===== src/rtl/adc_spi_capture_pkg.sv =====
// Shared types and constants for the ADC SPI capture block.
// Holds the FSM encoding, frame sizes and the ADC command header.
package adc_pkg;

  typedef enum logic [1:0] {
    IDLE,
    SETUP,
    SHIFT,
    HOLD
  } state_t;

  localparam int FRAME_BITS = 16;
  localparam int DATA_BITS  = 10;

  // start, single-ended, channel slot (0), MSB-first, 12 don't-care
  localparam logic [FRAME_BITS-1:0] CMD_HDR = 16'hD000;

  function automatic logic [FRAME_BITS-1:0] make_cmd(logic ch);
    logic [FRAME_BITS-1:0] c;
    c = CMD_HDR;
    c[13] = ch;
    return c;
  endfunction

endpackage


===== src/rtl/adc_spi_capture_if.sv =====
// SPI bus between the capture controller and the ADC.
// master: drives adc_cs_n/adc_sck/adc_sdi, reads adc_sdo; slave: reverse.
interface adc_spi_capture_if;
  logic adc_cs_n;
  logic adc_sck;
  logic adc_sdi;
  logic adc_sdo;

  modport master (
    output adc_cs_n,
    output adc_sck,
    output adc_sdi,
    input  adc_sdo
  );

  modport slave (
    input  adc_cs_n,
    input  adc_sck,
    input  adc_sdi,
    output adc_sdo
  );
endinterface


===== src/rtl/adc_spi_capture_counter.sv =====
// Half-period counter: counts 0..HALF_PERIOD-1 while run is high.
// Ports: clock, reset, run in; tc = terminal-count strobe out.
module sck_halfper_counter #(
  parameter int HALF_PERIOD = 25
) (
  input  logic clock,
  input  logic reset,
  input  logic run,
  output logic tc
);

  logic [7:0] cnt;

  assign tc = run && (cnt == 8'(HALF_PERIOD - 1));

  always_ff @(posedge clock) begin
    if (reset || !run) begin
      cnt <= '0;
    end else if (tc) begin
      cnt <= '0;
    end else begin
      cnt <= cnt + 8'd1;
    end
  end

endmodule


===== src/rtl/adc_spi_capture.sv =====
// Captures one 10-bit ADC conversion over SPI (mode 0) per sample_tick.
// Ports: clock, reset, sample_tick, channel, spi bus, data_out/valid, busy, overrun.
module adc_spi_capture
  import adc_pkg::*;
#(
  parameter int HALF_PERIOD = 25
) (
  input  logic                 clock,
  input  logic                 reset,
  input  logic                 sample_tick,
  input  logic                 channel,
  adc_spi_capture_if.master    spi,
  output logic [DATA_BITS-1:0] data_out,
  output logic                 data_valid,
  output logic                 busy,
  output logic                 overrun
);

  state_t                  state;
  logic                    tc;
  logic                    run;
  logic [FRAME_BITS-1:0]   cmd;
  logic [DATA_BITS-1:0]    shreg;
  logic [3:0]              period;

  assign run = (state != IDLE);

  sck_halfper_counter #(
    .HALF_PERIOD(HALF_PERIOD)
  ) u_cnt (
    .clock(clock),
    .reset(reset),
    .run  (run),
    .tc   (tc)
  );

  // Samples are shifted in on every rising SCK; the 10-bit register
  // keeps only the last ten, so the six leading ones fall out.
  always_ff @(posedge clock) begin
    if (reset) begin
      state        <= IDLE;
      spi.adc_cs_n <= 1'b1;
      spi.adc_sck  <= 1'b0;
      spi.adc_sdi  <= 1'b0;
      cmd          <= '0;
      shreg        <= '0;
      period       <= '0;
      data_out     <= '0;
      data_valid   <= 1'b0;
      busy         <= 1'b0;
      overrun      <= 1'b0;
    end else begin
      data_valid <= 1'b0;
      if (sample_tick && state != IDLE) begin
        overrun <= 1'b1;
      end
      unique case (state)
        IDLE: begin
          if (sample_tick) begin
            cmd          <= make_cmd(channel);
            spi.adc_cs_n <= 1'b0;
            spi.adc_sdi  <= CMD_HDR[FRAME_BITS-1];
            period       <= '0;
            busy         <= 1'b1;
            state        <= SETUP;
          end
        end
        SETUP: begin
          if (tc) begin
            spi.adc_sck <= 1'b1;
            shreg       <= {shreg[DATA_BITS-2:0], spi.adc_sdo};
            state       <= SHIFT;
          end
        end
        SHIFT: begin
          if (tc) begin
            if (spi.adc_sck) begin
              spi.adc_sck <= 1'b0;
              spi.adc_sdi <= cmd[FRAME_BITS-2];
              cmd         <= cmd << 1;
            end else if (period == 4'(FRAME_BITS - 1)) begin
              spi.adc_cs_n <= 1'b1;
              spi.adc_sdi  <= 1'b0;
              data_out     <= shreg;
              data_valid   <= 1'b1;
              state        <= HOLD;
            end else begin
              spi.adc_sck <= 1'b1;
              period      <= period + 4'd1;
              shreg       <= {shreg[DATA_BITS-2:0], spi.adc_sdo};
            end
          end
        end
        HOLD: begin
          if (tc) begin
            busy  <= 1'b0;
            state <= IDLE;
          end
        end
      endcase
    end
  end

endmodule


===== src/flat_wrapper.sv =====
// flat-port wrapper written by rule: the top's interface ports become plain ports
module adc_spi_capture_flat import adc_pkg::*;
#(
  parameter int HALF_PERIOD = 25
)
  (clock, reset, sample_tick, channel, data_out, data_valid, busy, overrun, spi_adc_cs_n, spi_adc_sck, spi_adc_sdi, spi_adc_sdo);
  adc_spi_capture_if spi_i ();
  input  logic clock;
  input  logic reset;
  input  logic sample_tick;
  input  logic channel;
  output logic [DATA_BITS-1:0] data_out;
  output logic data_valid;
  output logic busy;
  output logic overrun;
  output wire logic [$bits(spi_i.adc_cs_n)-1:0] spi_adc_cs_n;
  output wire logic [$bits(spi_i.adc_sck)-1:0] spi_adc_sck;
  output wire logic [$bits(spi_i.adc_sdi)-1:0] spi_adc_sdi;
  input wire logic [$bits(spi_i.adc_sdo)-1:0] spi_adc_sdo;
  assign spi_adc_cs_n = spi_i.adc_cs_n;
  assign spi_adc_sck = spi_i.adc_sck;
  assign spi_adc_sdi = spi_i.adc_sdi;
  assign spi_i.adc_sdo = spi_adc_sdo;
  adc_spi_capture #(.HALF_PERIOD(HALF_PERIOD)) u_core (.clock(clock), .reset(reset), .sample_tick(sample_tick), .channel(channel), .spi(spi_i), .data_out(data_out), .data_valid(data_valid), .busy(busy), .overrun(overrun));
endmodule

===== config.mk =====
export PLATFORM = sky130hd
export DESIGN_NAME = adc_spi_capture_flat
export DESIGN_NICKNAME = d
export VERILOG_FILES = /design/src/rtl/adc_spi_capture_pkg.sv /design/src/rtl/adc_spi_capture_if.sv /design/src/rtl/adc_spi_capture_counter.sv /design/src/rtl/adc_spi_capture.sv /design/src/flat_wrapper.sv
export SDC_FILE = /design/constraint.sdc
export NUM_CORES = 1
export LEC_CHECK = 0
export ABC_AREA = 1
export ABC_CLOCK_PERIOD_IN_PS = 2700
export CORE_MARGIN = 2
export CORE_UTILIZATION = 54
export CTS_CLUSTER_DIAMETER = 50
export DETAILED_ROUTE_END_ITERATION = 6
export PLACE_DENSITY = 0.85
export SETUP_SLACK_MARGIN = 0.02
export SYNTH_ARGS = -nofsm -noshare
export SYNTH_HDL_FRONTEND = slang
export SYNTH_SLANG_ARGS = --single-unit

===== constraint.sdc =====
create_clock -name clock -period 2.7 [get_ports clock]
set_clock_uncertainty 0.05 [all_clocks]
set_input_delay 0.81 -clock clock [delete_from_list [all_inputs] [get_ports clock]]
set_output_delay 0.81 -clock clock [all_outputs]
set_load 0.005 [all_outputs]

==> results.py <==
metrics = {
    "status": {
        "run_status": "finished, final reports clean",
    },
    "synthesis": {
        "ys_seq_area_share_pct": 43.11,
        "ys_warn_count": 0,
        "synth-seq-cells": 43,
        "postSynthNetCount": 279,
        "netlist.area_leader.share_pct": 43.11,
        "synthesis.instances": 266,
        "synth_cell_types": 30,
        "post-synth-top-area-cell": "dfxtp_1",
        "netlist_top_cells_area": "dfxtp_1 (43%), nor2_1 (11%), nand2_1 (8.1%)",
        "cell_area_after_synthesis_mm2": 0.001997,
        "syn_avg_cell_area_um2": 7.507,
    },
    "power_and_ir_drop": {
        "cellPowerDensity_mw_per_mm2": 875.2,
        "peakVddDrop_v": 0.0004461,
        "p_leak_uw": 0.001017,
    },
    "routing": {
        "post-route-drc-count": 0,
        "vias": 1682,
        "avgViaCountPerCell": 4.991,
        "drt_pass1_iterations": 4,
        "first_iteration_detailed_routing_drc_count": 101,
        "routed_wirelength_normalized_by_instance_count_um": 11.15,
        "ant_nets": 0,
        "finalWirelength_um": 3758,
    },
    "clock_tree": {
        "clk_transition_reported_paths_ns": 0.08,
        "cts_max_level": 2,
        "worst_case_clock_buffer_depth": 2,
        "cts_resized": 0,
        "number_of_hold_repair_buffers_added_at_the_cts_stage": 0,
        "cts-root-buf": "clkbuf_8",
        "clock_sinks": 43,
        "tritoncts_buffers": 5,
        "postCtsSetupBuffers": 0,
        "tritoncts_clock_tree": "yes",
        "clock_latency_ns": 0.30,
    },
    "final_layout": {
        "fin_cells": 337,
        "n_antenna_cell": 0,
        "nets": 301,
        "final_layout_size_suffix_gt1_share_pct": 11.42,
        "syn_to_final_growth_pct": 16.60,
    },
    "die": {
        "rows": 22,
        "floorplan.die.width_um": 64.81,
        "start_util_pct": 55.38,
        "die_area_mm2": 0.004200,
        "floorplan.core_area_mm2": 0.003606,
        "ios": 21,
        "dieHeight_um": 64.81,
    },
    "worst_setup_path": {
        "timing.critical_path.required_ns": 1.84,
        "cp.buffers_inverters": 1,
        "worst_setup_path_start_kind": "register",
        "crit_path_top_delay_cell": "clkdlybuf4s50_1",
        "crit_start": "u_core.spi.adc_sck",
        "crit_type": "reg2out",
        "worst_r2r_startpoint": "u_core.state[0]",
        "worst_path_largest_cell_delay_ns": 0.58,
        "critPathMaxFanout": 7,
        "timing.critical_path.cells": "clkdlybuf4s50_1",
        "worstPathArrival_ns": 1.44,
        "cp_delay_by_family_top": "buffers and inverters",
        "element_type_at_the_critical_path_end": "output pin",
    },
    "sta": {
        "final_hold_viol_count": 0,
        "finalCritPeriodShare_pct": 85.06,
        "fmaxAchievable_mhz": 435.4,
        "maxSlewViolCount": 0,
        "maxSlewHeadroom_pct": 73.34,
        "timing_worst_slew_pin_value_ns": 0.4000,
        "report.final.setup_viol": 0,
        "rsz0062_at_grt": "no",
        "totalNegativeSetupSlack_ns": 0,
        "post-route-min-period_ns": 2.297,
        "worst_slack_ns": 0.4034,
    },
    "flow_run": {
        "drv.max_cap_violation_count": 0,
    },
    "global_routing": {
        "grtUsageTotal_pct": 20.30,
        "grt_overflow_total": 0,
        "first_global_vias": 1523,
        "antenna_found_initial": 0,
        "grt_max_degree": 23,
        "first_pass_grt_wire_length_um": 6610,
    },
    "place": {
        "port_buffer_count": 20,
        "placed_cells_incl_taps": 329,
        "routabilityCongestion": 0.8496,
        "preCtsSetupSlack_ns": 0.4529,
        "post-dp-hpwl_um": 2597,
    },
    "worst_hold_path": {
        "timing.hold.worst.class": "reg2reg",
        "worst_hold_startpoint": "u_core.u_cnt.cnt[7]",
    },
}
synthesized netlist by cell type:
| cell | instances |
|---|---|
| nor2_1 | 58 |
| dfxtp_1 | 43 |
| nand2_1 | 43 |
| inv_1 | 25 |
| o21ai_1 | 20 |
| a21oi_1 | 11 |
| ha_1 | 8 |
| nand3_1 | 8 |
| inv_2 | 6 |
| nor2_2 | 6 |
| buf_6 | 5 |
| nand4_1 | 5 |
| nor3_1 | 4 |
| nand3_2 | 3 |
| a31oi_1 | 2 |
| clkbuf_1 | 2 |
| nand2_4 | 2 |
| nor3b_1 | 2 |
| o21ai_0 | 2 |
| a21oi_2 | 1 |
| buf_2 | 1 |
| clkinv_2 | 1 |
| nand3b_1 | 1 |
| nor2_8 | 1 |
| nor3_4 | 1 |
| nor4_1 | 1 |
| o21ai_2 | 1 |
| o21bai_1 | 1 |
| xnor2_1 | 1 |
| xor2_1 | 1 |
placed cells by master, fill, tap and decap left out, types with 3 or more instances in the layout:
| cell type | count |
|---|---|
| nand3_1 | 8 |
| ha_1 | 8 |
| dfxtp_1 | 43 |
| nand2_1 | 43 |
| clkdlybuf4s50_1 | 20 |
| buf_4 | 3 |
| o21ai_1 | 20 |
| inv_1 | 25 |
| nor2_1 | 58 |
| nor2_2 | 6 |
| clkbuf_8 | 6 |
| nand3_2 | 3 |
| nand4_1 | 5 |
| nor3_1 | 4 |
| inv_2 | 6 |
| a21oi_1 | 11 |
routing by layer:
| layer | global-route usage, % | wire length [µm] | part of all wire (%) |
|---|---|---|---|
| met5 | 0 | 0 | 0 |
| met4 | 8.511 | 41 | 1.1 |
| met3 | 6.597 | 181 | 4.8 |
| met2 | 32.22 | 1727 | 46 |
| met1 | 25.30 | 1807 | 48 |
final timing paths:
path                              end  slack (ns)  cells after the start
setup / recovery          spi_adc_sck        0.40                      1
hold / removal    u_core.u_cnt.cnt[7]        0.42                      2
setup reg to reg   u_core.data_out[7]        0.54                      9
hold reg to reg   u_core.u_cnt.cnt[7]        0.42                      2
state kept, by name, indices dropped and copies added, names as in the netlist:
signal / cells
u_core.spi.adc_cs_n: 1
u_core.period: 4
u_core.cmd: 3
u_core.shreg: 10
u_core.state: 2
u_core.overrun: 1
u_core.data_out: 10
u_core.u_cnt.cnt: 8
u_core.data_valid: 1
u_core.spi.adc_sck: 1
u_core.busy: 1
u_core.spi.adc_sdi: 1
per-stage QoR:
stage | util [%] | hold WS, ns | power [µW] | area (µm²)
3_3_place_gp | 61.31 | 0.3954 | 1495 | 2211
4_1_cts | 64.57 | 0.4219 | 2042 | 2328
2_1_floorplan | - | 0.3800 | 1381 | 1997
3_5_place_dp | 61.31 | 0.4038 | 1516 | 2211
6_report | 64.57 | 0.4167 | 2038 | 2328
5_1_grt | 64.57 | 0.4368 | 2213 | 2328
cell type report:
| class | instances | area, µm² |
|---|---|---|
| Sequential cell | 43 | 860.8 |
| Clock buffer | 6 | 82.58 |
| Timing Repair Buffer | 23 | 222.7 |
| Tap cell | 48 | 60.06 |
| Clock inverter | 2 | 35.03 |
| Multi-Input combinational cell | 183 | 945.9 |
| Fill cell | 312 | 1277 |
| Inverter | 32 | 121.4 |
kinds of logic (layout without fill, tap and decap cells):
| kind of cell | after synthesis | in the layout | share of synthesized area [%] |
|---|---|---|---|
| compound gates | 38 | 38 | 10.15 |
| xor+xnor | 2 | 2 | 0.8774 |
| simple gates | 135 | 135 | 31.33 |
| flops | 43 | 43 | 43.11 |
| buf+inv | 40 | 63 | 9.523 |
| fa+ha+maj | 8 | 8 | 5.013 |
where the power goes:
| part | total, µW | internal [µW] | switching, µW |
|---|---|---|---|
| clock network | 518 | 299 | 219 |
| registers | 784 | 722 | 61.9 |
| logic | 736 | 276 | 459 |
| total | 2040 | 1300 | 740 |
(Power assumes the default switching activity.)
